## config.mk

```make
export PLATFORM = sky130hd
export DESIGN_NAME = mem_port_arbiter
export DESIGN_NICKNAME = d
export VERILOG_FILES = /design/src/rtl/mem_arb_pkg.sv /design/src/rtl/mem_port_arbiter.sv
export SDC_FILE = /design/constraint.sdc
export NUM_CORES = 1
export LEC_CHECK = 0
export CORE_MARGIN = 8
export CORE_UTILIZATION = 38
export CTS_BUF_LIST = sky130_fd_sc_hd__clkbuf_4 sky130_fd_sc_hd__clkbuf_8
export DETAILED_ROUTE_END_ITERATION = 7
export PLACE_DENSITY = 0.95
export SLEW_MARGIN = 20
export SYNTH_ARGS = -nofsm -noshare
export SYNTH_HDL_FRONTEND = slang
export SYNTH_SLANG_ARGS = --single-unit
```

## constraint.sdc

```tcl
create_clock -name clk -period 3.95 [get_ports clk]
set_input_delay 0.9875 -clock clk [delete_from_list [all_inputs] [get_ports clk]]
set_output_delay 0.9875 -clock clk [all_outputs]
set_load 0.05 [all_outputs]
```

## src/rtl/mem_arb_pkg.sv

```systemverilog
// Shared types and default widths for the unified memory-port arbiter.
package mem_arb_pkg;

    typedef enum logic [1:0] {
        IDLE,
        BUSY_I,
        BUSY_D,
        HALTED
    } arb_state_t;

    typedef enum logic {
        REQ_I,
        REQ_D
    } req_id_t;

    localparam int ARB_ADDR_W = 32;
    localparam int ARB_DATA_W = 32;

endpackage

```

## src/rtl/mem_port_arbiter.sv

```systemverilog
// Fetch/data arbiter for one memory port: grant registered at n+1, ack when mem_ready, waits indefinitely.
// Requesters stall (x_req && !x_ack) while not served; MEM_ARB_FAIR_EN swaps fixed priority for alternation.
module mem_port_arbiter
    import mem_arb_pkg::*;
#(
    parameter int ADDR_W = ARB_ADDR_W,
    parameter int DATA_W = ARB_DATA_W
) (
    input  logic              clk,
    input  logic              reset,
    input  logic              halt,
    input  logic              if_req,
    input  logic [ADDR_W-1:0] if_addr,
    output logic [DATA_W-1:0] if_rdata,
    output logic              if_ack,
    output logic              if_stall,
    input  logic              d_req,
    input  logic              d_we,
    input  logic [ADDR_W-1:0] d_addr,
    input  logic [DATA_W-1:0] d_wdata,
    output logic [DATA_W-1:0] d_rdata,
    output logic              d_ack,
    output logic              d_stall,
    output logic              mem_req,
    output logic              mem_we,
    output logic [ADDR_W-1:0] mem_addr,
    output logic [DATA_W-1:0] mem_wdata,
    input  logic [DATA_W-1:0] mem_rdata,
    input  logic              mem_ready,
    output logic              halted
);

    arb_state_t        state_q;
    logic              mem_req_q;
    logic              mem_we_q;
    logic [ADDR_W-1:0] mem_addr_q;
    logic [DATA_W-1:0] mem_wdata_q;
    logic              halted_q;
    logic              pick_data;

`ifdef MEM_ARB_FAIR_EN
    req_id_t last_grant_q;

    // Fetch only overtakes a pending data request when data won last time.
    assign pick_data = d_req && !(if_req && !halt && (last_grant_q == REQ_D));
`else
    assign pick_data = d_req;
`endif

    always_ff @(posedge clk or posedge reset) begin
        if (reset) begin
            state_q     <= IDLE;
            mem_req_q   <= 1'b0;
            mem_we_q    <= 1'b0;
            mem_addr_q  <= '0;
            mem_wdata_q <= '0;
            halted_q    <= 1'b0;
`ifdef MEM_ARB_FAIR_EN
            last_grant_q <= REQ_I;
`endif
        end else begin
            case (state_q)
                IDLE: begin
                    if (pick_data) begin
                        state_q     <= BUSY_D;
                        mem_req_q   <= 1'b1;
                        mem_we_q    <= d_we;
                        mem_addr_q  <= d_addr;
                        mem_wdata_q <= d_wdata;
`ifdef MEM_ARB_FAIR_EN
                        last_grant_q <= REQ_D;
`endif
                    end else if (halt) begin
                        state_q  <= HALTED;
                        halted_q <= 1'b1;
                    end else if (if_req) begin
                        state_q    <= BUSY_I;
                        mem_req_q  <= 1'b1;
                        mem_we_q   <= 1'b0;
                        mem_addr_q <= if_addr;
`ifdef MEM_ARB_FAIR_EN
                        last_grant_q <= REQ_I;
`endif
                    end
                end
                HALTED: begin
                    // Data accesses still drain after halt so an in-flight store is not lost.
                    if (d_req) begin
                        state_q     <= BUSY_D;
                        mem_req_q   <= 1'b1;
                        mem_we_q    <= d_we;
                        mem_addr_q  <= d_addr;
                        mem_wdata_q <= d_wdata;
`ifdef MEM_ARB_FAIR_EN
                        last_grant_q <= REQ_D;
`endif
                    end
                end
                BUSY_I, BUSY_D: begin
                    if (mem_ready) begin
                        state_q   <= halted_q ? HALTED : IDLE;
                        mem_req_q <= 1'b0;
                        mem_we_q  <= 1'b0;
                    end
                end
                default: state_q <= IDLE;
            endcase
        end
    end

    assign if_ack    = (state_q == BUSY_I) && mem_ready;
    assign d_ack     = (state_q == BUSY_D) && mem_ready;
    assign if_rdata  = if_ack ? mem_rdata : '0;
    assign d_rdata   = d_ack ? mem_rdata : '0;
    assign if_stall  = if_req && !if_ack;
    assign d_stall   = d_req && !d_ack;

    assign mem_req   = mem_req_q;
    assign mem_we    = mem_we_q;
    assign mem_addr  = mem_addr_q;
    assign mem_wdata = mem_wdata_q;
    assign halted    = halted_q;

endmodule
```

==> flow_metrics.py, run 1 <==
metrics = {
    "setup_path": {
        "worst_r2r_startpoint": "state_q[0]",
        "crit_top_cell": "buf_4",
        "reg2reg_to": "mem_addr[5]",
        "setup.worst_path.start_class": "primary input",
        "cp_slowest_cell": "clkdlybuf4s50_1",
        "cp.arrival_ps": 2440,
        "crit_path_end_kind": "output port",
        "crit_path_cell_trace": "clkdlybuf4s50_1, buf_4, buf_4, and3_1, buf_12",
        "cp_slowest_stage_delay_ps": 460,
        "worstPathMaxFanout": 52,
        "path_delay_family": "buffers and inverters",
        "reg2reg_depth": 5,
        "ff2ff_setup_slack_ps": 1780,
        "cp.required_ps": 2960,
        "path_class": "in -> out",
        "cp_num_buf_inv": 4,
    },
    "run": {
        "drv_cap": 0,
    },
    "cts": {
        "path_clk_slew_ps": 80,
        "clock_latency_ps": 330,
        "numCtsBuffers": 9,
        "cts_tree": "built",
        "root_buffer": "clkbuf_8",
        "cts_resized": 0,
        "post-cts-setup-buffers": 0,
        "cts_sinks": 69,
        "cts_htree_levels": 3,
        "cts_hold_buf": 0,
        "clock_path_buffers": 2,
    },
    "routing": {
        "drt_pre_antenna_iters": 5,
        "via_per_inst": 5.12,
        "ant_nets": 0,
        "drtIter0Drc": 121,
        "drt-total-wl_um": 14900,
        "vias": 3427,
        "drc_errors": 0,
        "wire_per_inst_um": 22.3,
    },
    "synthesis": {
        "netlist_area_um2": 3590,
        "yosys-top-cells-area": "dfrtp_1 (48%), mux2_2 (30%), and3_1 (11%)",
        "synth.distinct_cells": 19,
        "synth_ff_type": "dfrtp_1",
        "ys_warn_count": 0,
        "synth_edf_count": 0,
        "synthTopCellsByCount": "mux2_2 (97), dfrtp_1 (69), and3_1 (64)",
        "synthDominantAreaCellType": "dfrtp_1",
        "netlist.area_leader.share": 0.480,
        "synth_area_per_cell_um2": 12.4,
        "async_flop_share": 1.00,
        "synth.most_common_cell": "mux2_2",
        "ys_ff_latch": 69,
        "yosysSeqAreaShare": 0.480,
        "syn_inst": 289,
        "synth_nets": 430,
    },
    "outcome": {
        "status": "completed",
    },
    "placement": {
        "hpwlAfterDp_um": 12600,
        "gp_congestion": 0.903,
        "port_buffers": 269,
        "dp.cells": 653,
        "placed_area_um2": 7070,
    },
    "sta": {
        "fin_crit_sh": 0.869,
        "worst_pin_slew_ps": 897,
        "finalSetupViolations": 0,
        "hold_viol_final": 0,
        "tns_ps": 0,
        "fmax_mhz": 291,
        "drv_slew": 0,
        "rsz0062_at_grt": "false",
        "slew_headroom": 0.402,
        "finClkSkew_ps": 8.01,
        "fin_crit_ps": 3430,
    },
    "layout": {
        "insertedDiodeCount": 0,
        "drive_gt1_frac": 0.344,
        "fin_nets": 694,
        "instances_no_fill": 669,
        "regArea_um2": 1730,
        "layout-area-overhead-vs-synth_pct": 103,
        "multiInputGateArea_um2": 1770,
        "fill_cells": 512,
        "fin_util": 0.792,
        "stdcell_area_um2": 7290,
    },
    "power": {
        "p_leak_nw": 3.18,
        "powerDensity_nw_per_um2": 850,
        "ir_worst_vdd_v": 0.000656,
        "total_power_w": 0.00620,
    },
    "hold_path": {
        "hold_class": "reg -> reg",
        "min-delay-start": "mem_wdata[24]",
        "hold_depth": 1,
        "worstHoldEndpoint": "mem_wdata[24]",
    },
    "floorplan": {
        "core_um2": 9200,
        "rows": 35,
        "dieArea_um2": 12800,
        "ios": 270,
        "start_util": 0.391,
        "die_h_um": 113,
        "die_w_um": 113,
    },
    "global_routing": {
        "grt_use_total": 0.228,
        "grt_first_pass_wirelength_um": 22400,
        "grt.overflow.total": 0,
        "grt_max_degree": 70,
        "grt_pass1_vias": 3998,
        "antenna_found_initial": 0,
    },
}
## kinds of logic (layout without fill, tap and decap cells)
logic type               count (synthesis)  count (layout)  share of synthesized area
AO/OA/AOI/OAI                            5               5                     0.0118
multiplexers                           102             102                      0.318
flip-flops                              69              69                      0.480
adder cells (fa/ha/maj)                  6               6                     0.0209
buffers and inverters                   27             296                     0.0334
AND/OR/NAND/NOR                         80              80                      0.135
## stage by stage
step                      setup slack [ps]  hold slack [ps]
after floorplan                        881              559
after global placement                 589              471
after detailed placement               548              495
after CTS                              541              513
after global routing                   471              525
final                                  518              507
## report_power, final
part	switching [W]	total, W	internal, W	leakage, nW
Sequential	0.000206	0.00129	0.00108	0.806
Combinational	0.00253	0.00430	0.00177	2.27
Clock	0.000268	0.000605	0.000337	0.107
## registers in the layout, summed over array words and instances, names as in the netlist
name and cells:
state_q 2, mem_we 1, mem_req 1, mem_wdata 32, mem_addr 32, halted 1
## metal layers
| layer | wire length (um) | GRT usage |
|---|---|---|
| met2 | 8050 | 0.419 |
| met1 | 4780 | 0.209 |
| met4 | 633 | 0.119 |
| met5 | 0 | 0 |
| met3 | 1470 | 0.0985 |
## cell type report
class	instances	share of cell area
multi-input cells	193	0.242
flip-flops and latches	69	0.237
inverters	4	0.00206
well taps	111	0.0191
clock inverters	4	0.00756
repair buffers	276	0.470
clock buffers	12	0.0218
## worst max-delay path by stage
stage              start          end  slack [ps]  cells past startpoint
3_3_place_gp   mem_ready  if_rdata[9]         590                      5
4_1_cts        mem_ready  if_rdata[2]         540                      5
2_1_floorplan  mem_ready     if_stall         880                      2
3_5_place_dp   mem_ready  if_rdata[2]         550                      5
6_report       mem_ready  if_rdata[4]         520                      5
5_1_grt        mem_ready  if_rdata[4]         470                      5
## placed cells by master (no fill, tap or decap), drive strengths merged
master         instances
a211oi                 3
a21o                   1
a22oi                  1
and2                   2
and3                  64
buf                   75
bufinv                 1
clkbuf                12
clkdlybuf4s50        201
clkinv                 1
clkinvlp               1
dfrtp                 69
ha                     6
inv                    5
mux2                  99
mux2i                  3
nand2                  1
nand2b                 1
nor2                   5
nor2b                  7
(Power assumes the default switching activity.)
==> run 2, diff against run 1 <==
- SKIP_LAST_GASP: default -> 1
==> results of run 2 <==
No change in the layout: final DEF, timing and power equal those of run 1.
